--- src/rtl/uart_cmd_pkg.sv ---
// Shared definitions for the UART command receiver.
//   - ASCII key codes recognised by the decoder
//   - bit positions of each command in the one-hot command byte
//   - receive FSM state encoding
//   - decode_key(): maps a received byte to its one-hot command (0x00 if unknown)
package uart_cmd_pkg;

    localparam logic [7:0] KEY_F     = 8'h66;
    localparam logic [7:0] KEY_A     = 8'h61;
    localparam logic [7:0] KEY_SPACE = 8'h20;
    localparam logic [7:0] KEY_S     = 8'h73;
    localparam logic [7:0] KEY_1     = 8'h31;
    localparam logic [7:0] KEY_2     = 8'h32;
    localparam logic [7:0] KEY_3     = 8'h33;
    localparam logic [7:0] KEY_L     = 8'h6C;

    localparam int CMD_FLAP1 = 0;
    localparam int CMD_QUIT  = 1;
    localparam int CMD_PAUSE = 2;
    localparam int CMD_S     = 3;
    localparam int CMD_HARD  = 4;
    localparam int CMD_MED   = 5;
    localparam int CMD_EASY  = 6;
    localparam int CMD_FLAP2 = 7;

    typedef enum logic [1:0] {
        ST_IDLE  = 2'd0,
        ST_START = 2'd1,
        ST_DATA  = 2'd2,
        ST_STOP  = 2'd3
    } rx_state_t;

    function automatic logic [7:0] decode_key(input logic [7:0] key);
        logic [7:0] c;
        c = 8'h00;
        case (key)
            KEY_F:     c[CMD_FLAP1] = 1'b1;
            KEY_A:     c[CMD_QUIT]  = 1'b1;
            KEY_SPACE: c[CMD_PAUSE] = 1'b1;
            KEY_S:     c[CMD_S]     = 1'b1;
            KEY_3:     c[CMD_HARD]  = 1'b1;
            KEY_2:     c[CMD_MED]   = 1'b1;
            KEY_1:     c[CMD_EASY]  = 1'b1;
            KEY_L:     c[CMD_FLAP2] = 1'b1;
            default:   c = 8'h00;
        endcase
        return c;
    endfunction

endpackage

--- src/rtl/uart_rx_core.sv ---
// 8N1 UART receiver core: input synchronizer, receive FSM and byte output.
//   clk        system clock
//   rst_n      synchronous active-low reset
//   rxd        asynchronous serial line, idles high
//   byte_o     last correctly framed byte
//   byte_valid one-cycle pulse when byte_o updates
//   frame_err  one-cycle pulse when the stop bit is sampled low
//
// state | meaning
// ------+-----------------------------------------------------------
// IDLE  | waiting for a falling edge on the synchronized line
// START | counting to mid start bit; high there means a glitch
// DATA  | sampling 8 data bits LSB first at one-bit intervals
// STOP  | sampling the stop bit; high = good byte, low = frame error
module uart_rx_core
    import uart_cmd_pkg::*;
#(
    parameter int CLKS_PER_BIT = 868,
    parameter int CNT_W        = 10
) (
    input  logic       clk,
    input  logic       rst_n,
    input  logic       rxd,
    output logic [7:0] byte_o,
    output logic       byte_valid,
    output logic       frame_err
);

    // Bit timer counts down and fires at zero; loading HALF/FULL gives the
    // same sample instants as counting up from zero to CLKS_PER_BIT/2-1 or
    // CLKS_PER_BIT-1.
    localparam logic [CNT_W-1:0] CNT_HALF = CNT_W'(CLKS_PER_BIT / 2 - 1);
    localparam logic [CNT_W-1:0] CNT_FULL = CNT_W'(CLKS_PER_BIT - 1);

    rx_state_t        state;
    rx_state_t        state_nxt;
    logic             rx_s1;
    logic             rx_s;
    logic             rx_d;
    logic [CNT_W-1:0] cnt;
    logic [2:0]       idx;
    logic [7:0]       shift;

    logic             cnt_tc;
    logic             cnt_ld;
    logic [CNT_W-1:0] cnt_ld_val;
    logic             idx_clr;
    logic             shift_en;
    logic             done_ok;
    logic             done_err;

    assign cnt_tc = (cnt == '0);

    always_ff @(posedge clk) begin
        if (!rst_n) begin
            rx_s1 <= 1'b1;
            rx_s  <= 1'b1;
            rx_d  <= 1'b1;
        end else begin
            rx_s1 <= rxd;
            rx_s  <= rx_s1;
            rx_d  <= rx_s;
        end
    end

    always_ff @(posedge clk) begin
        if (!rst_n) state <= ST_IDLE;
        else        state <= state_nxt;
    end

    always_comb begin
        state_nxt = state;
        case (state)
            ST_IDLE:  if (rx_d && !rx_s) state_nxt = ST_START;
            ST_START: if (cnt_tc)        state_nxt = rx_s ? ST_IDLE : ST_DATA;
            ST_DATA:  if (cnt_tc && idx == 3'd7) state_nxt = ST_STOP;
            ST_STOP:  if (cnt_tc)        state_nxt = ST_IDLE;
            default:                     state_nxt = ST_IDLE;
        endcase
    end

    always_comb begin
        cnt_ld     = 1'b0;
        cnt_ld_val = CNT_FULL;
        idx_clr    = 1'b0;
        shift_en   = 1'b0;
        done_ok    = 1'b0;
        done_err   = 1'b0;
        case (state)
            ST_IDLE: begin
                cnt_ld     = 1'b1;
                cnt_ld_val = CNT_HALF;
                idx_clr    = 1'b1;
            end
            ST_START: begin
                if (cnt_tc && !rx_s) begin
                    cnt_ld  = 1'b1;
                    idx_clr = 1'b1;
                end
            end
            ST_DATA: begin
                if (cnt_tc) begin
                    cnt_ld   = 1'b1;
                    shift_en = 1'b1;
                end
            end
            ST_STOP: begin
                if (cnt_tc) begin
                    done_ok  = rx_s;
                    done_err = !rx_s;
                end
            end
            default: ;
        endcase
    end

    always_ff @(posedge clk) begin
        if (!rst_n) begin
            cnt        <= '0;
            idx        <= 3'd0;
            shift      <= 8'h00;
            byte_o     <= 8'h00;
            byte_valid <= 1'b0;
            frame_err  <= 1'b0;
        end else begin
            if (cnt_ld) cnt <= cnt_ld_val;
            else        cnt <= cnt - CNT_W'(1);

            if (idx_clr)       idx <= 3'd0;
            else if (shift_en) idx <= idx + 3'd1;

            if (shift_en) shift[idx] <= rx_s;
            if (done_ok)  byte_o     <= shift;

            byte_valid <= done_ok;
            frame_err  <= done_err;
        end
    end

endmodule

--- src/rtl/uart_cmd_rx.sv ---
// Serial command front end: UART receiver plus key decoder and a command
// hold stage that presents each accepted key for exactly one game tick.
//   clk        system clock
//   rst_n      synchronous active-low reset
//   rxd        asynchronous serial line, idles high
//   tick       single-cycle game-tick strobe
//   byte_o     last correctly framed byte
//   byte_valid one-cycle pulse when byte_o updates
//   frame_err  one-cycle pulse on a low stop bit
//   cmd        one-hot command, updated only in the cycle after a tick
module uart_cmd_rx
    import uart_cmd_pkg::*;
#(
    parameter int CLKS_PER_BIT = 868,
    parameter int CNT_W        = 10
) (
    input  logic       clk,
    input  logic       rst_n,
    input  logic       rxd,
    input  logic       tick,
    output logic [7:0] byte_o,
    output logic       byte_valid,
    output logic       frame_err,
    output logic [7:0] cmd
);

    logic [7:0] pending;
    logic [7:0] decode_now;

    uart_rx_core #(
        .CLKS_PER_BIT (CLKS_PER_BIT),
        .CNT_W        (CNT_W)
    ) u_core (
        .clk        (clk),
        .rst_n      (rst_n),
        .rxd        (rxd),
        .byte_o     (byte_o),
        .byte_valid (byte_valid),
        .frame_err  (frame_err)
    );

    assign decode_now = byte_valid ? decode_key(byte_o) : 8'h00;

    // A byte finishing on the tick cycle is folded straight into cmd so it
    // is not deferred a whole tick period.
    always_ff @(posedge clk) begin
        if (!rst_n) begin
            pending <= 8'h00;
            cmd     <= 8'h00;
        end else if (tick) begin
            cmd     <= pending | decode_now;
            pending <= 8'h00;
        end else begin
            pending <= pending | decode_now;
        end
    end

endmodule

--- config.mk ---
export PLATFORM = sky130hd
export DESIGN_NAME = uart_cmd_rx
export DESIGN_NICKNAME = d
export VERILOG_FILES = /design/src/rtl/uart_cmd_pkg.sv /design/src/rtl/uart_rx_core.sv /design/src/rtl/uart_cmd_rx.sv
export SDC_FILE = /design/constraint.sdc
export NUM_CORES = 1
export LEC_CHECK = 0
export ABC_CLOCK_PERIOD_IN_PS = 2300
export BUFFER_PORTS_ARGS = -buffer_cell sky130_fd_sc_hd__buf_4
export CAP_MARGIN = 10
export CORE_MARGIN = 4
export CORE_UTILIZATION = 52
export DETAILED_ROUTE_END_ITERATION = 10
export GPL_ROUTABILITY_DRIVEN = 0
export PLACE_DENSITY = 0.72
export SLEW_MARGIN = 20
export SYNTH_ARGS = -nofsm -noshare
export SYNTH_HDL_FRONTEND = slang
export SYNTH_SLANG_ARGS = --single-unit
--- constraint.sdc ---
create_clock -name clk -period 2.3 [get_ports clk]
set_clock_uncertainty 0.15 [all_clocks]
set_input_delay 0.115 -clock clk [delete_from_list [all_inputs] [get_ports clk]]
set_output_delay 0.115 -clock clk [all_outputs]
set_load 0.03 [all_outputs]
==> flow_summary.toml <==
[status]
status = "complete, no violations"

[clock_tree]
clock_latency_ps = 300
cts_buffers = 5
cts.path.max_buffers = 2
cts-root-buf = "clkbuf_8"
clk_pin_slew_worst_paths_ps = 90
cts_sinks = 52
tritoncts = "built"
cts.htree.levels = 2

[die]
coreArea_um2 = 3799
dieArea_um2 = 5180
chipWidth_um = 71.98
rows = 22
fp.dieH_um = 71.98
io_pins = 22
initial_core_util = 0.5603

[run]
maxCapViolCount = 0

[logic_synthesis]
synth_top_cell_by_area = "dfxtp_1"
yosysMostFrequentCell = "dfxtp_1"
synth_top_area_frac = 0.4891
postSynthAreaPerCell_um2 = 9.544
synth_seq_area_share = 0.4891
synth.distinct_cells = 40
ys_warn_count = 0
synth_area_leaders = "dfxtp_1 (49%), mux2i_1 (8.0%), nor2_1 (3.5%)"
synthArstFlopShare = 0
syn_inst = 223
synth_seq_cells = 52
synth_flop_cell = "dfxtp_1"
synth_nets = 230
synth_enable_flop_cells = 0
synth_top_cells_by_count = "dfxtp_1 (52), nor2_1 (20), nand2_1 (19)"
syn_area_um2 = 2128

[power_and_ir_drop]
p_int_mw = 1.348
clkPwrFrac = 0.388
p_sw_mw = 0.3664
switching_share = 0.2137
power_density_nw_per_um2 = 676.4
seq_power_share = 0.545
peakVddDrop_uv = 585.6
p_leak_nw = 0.9948
comb_power_share = 0.067

[routing]
totalWireLength_um = 4148
ant_nets = 0
wl_per_cell_um = 13.97
drt_pass1_iterations = 4
drc = 0
vias = 1668
vias_per_cell = 5.616
drtIter0Drc = 41

[timing]
slew_headroom = 0.6064
layout_worst_path_cycle_share = 0.9226
tns_ps = 0
finalSetupViolCount = 0
fin_crit_ps = 2122
finalHoldViolCount = 0
maxSlewViolCount = 0
rsz0062_at_grt = "false"
tightestPinTransition_ps = 586.5
timing.fmax_mhz = 471.3

[grt]
grt_pass1_wl_um = 6989
antenna_found_initial = 0
first_global_vias = 1556
grtUsageTotal = 0.1695
grt_max_degree = 40
grt.overflow.total = 0

[worst_setup_path]
criticalPathCategory = "reg2reg"
cp_max_fo = 5
crit_path_start_kind = "register"
crit_arrival_ps = 2130
cp.required_ps = 2310
endpoint_kind = "register"

[cells_and_area]
nFillCells = 317
diodes = 0
drive_above_1_share = 0.1767
fin_util = 0.6673
nNetsFinal = 255
area.growth.synth_to_final_pct = 19.11
register_area_um2 = 1041
multi_input_area_um2 = 1050
design_area_um2 = 2535

[min_path]
hold_class = "in2reg"

[place]
place_area_um2 = 2346
io_buffers = 21
dp_hpwl_um = 2785
## cells by family (layout without fill, tap and decap cells)
kind of cell               after synthesis  after routing  share of synthesized area
and+or+nand+nor                         84             84                     0.2199
buffers and inverters                   17             43                    0.03409
adders and majority gates                3              3                    0.01764
DFF                                     52             52                     0.4891
muxes                                   17             17                    0.07995
AOI/OAI and AO/OA                       44             44                     0.1346
xor gates and xnor gates                 6              6                    0.02469
## cells in the final DEF, fill, tap and decap left out, drive strengths merged, types with 2 or more instances in the layout
master / count
xnor2: 4
mux2i: 17
clkbuf: 7
nand2: 19
a211oi: 2
a21oi: 14
buf: 27
dfxtp: 52
a31oi: 5
o21a: 3
or4: 2
xor2: 2
nor2: 20
or3b: 2
nor4: 6
or4b: 2
a21boi: 2
a22oi: 2
nand4b: 3
nor2b: 11
inv: 6
dlygate4sd3: 2
nor3: 5
o21ai: 9
and3: 4
ha: 3
nand3: 2
nand2b: 5
o211a: 2
## through the flow
step | power [mW] | hold slack, ps | std cells | setup WS [ps]
floorplan | 1.032 | 66.47 | 223 | 52.15
global placement | 1.059 | 160.5 | 286 | 91.55
detailed placement | 1.060 | 154.9 | 286 | 27.40
CTS | 1.719 | 36.07 | 296 | 1.430
global route | 1.782 | 53.67 | 297 | 82.11
finish | 1.715 | 34.02 | 297 | 178.0
## worst paths after layout
kind / start / end / slack, ps / depth (start not counted)
setup reg to reg: u_core.cnt[0] / u_core.idx[2] / 180 / 6
hold reg to reg: u_core.rx_s1 / u_core.rx_s / 290 / 1
hold / removal: rst_n / u_core.rx_s1 / 30 / 2
setup / recovery: u_core.cnt[0] / u_core.idx[2] / 180 / 6
## worst max-delay path, stage by stage (launching register included)
cell and delay [ps]:
dfxtp_1 340, inv_1 70, ha_1 190, or4b_4 520, a2111o_1 440, a22oi_1 210
nor2_1 60
## area by class of cell
cell class,instances,share of cell area
tap,48,0.02369
clock buffer,7,0.03801
clock inverter,1,0.01185
timing repair buffer,29,0.09279
inverter,6,0.008885
multi-input combinational,154,0.4141
sequential,52,0.4107
## routing by layer
layer / GRT usage / part of all wire / up-vias
met4: 0.06054 / 0.015 / 0
li1: - / - / 841
met1: 0.2232 / 0.47 / 777
met5: 0 / 0 / -
met2: 0.2714 / 0.46 / 42
met3: 0.04017 / 0.056 / 8
## sequential cells by signal, indices dropped and copies added (netlist names), named ones only
name / cells
u_core.cnt: 10
cmd: 8
pending: 8
u_core.byte_o: 8
u_core.shift: 8
u_core.idx: 3
u_core.byte_valid: 1
u_core.frame_err: 1
u_core.rx_d: 1
u_core.rx_s: 1
u_core.rx_s1: 1
u_core.state: 1
## power groups by stage
stage	sequential [mW]	clock (mW)	combinational (mW)
6_report	0.934	0.666	0.115
5_1_grt	0.938	0.718	0.125
4_1_cts	0.933	0.676	0.110
3_5_place_dp	0.954	0	0.106
3_3_place_gp	0.953	0	0.106
2_1_floorplan	0.961	0	0.0709
## what timing repair did
item / in CTS / in global routing
hold endpoints to repair: 9 / 0
buffers inserted: 0 / 1
pin swaps: 1 / 1
hold buffers: 2 / 0
setup endpoints to repair: 1 / 6
gates resized for setup: 0 / 6
(Power assumes the default switching activity.)
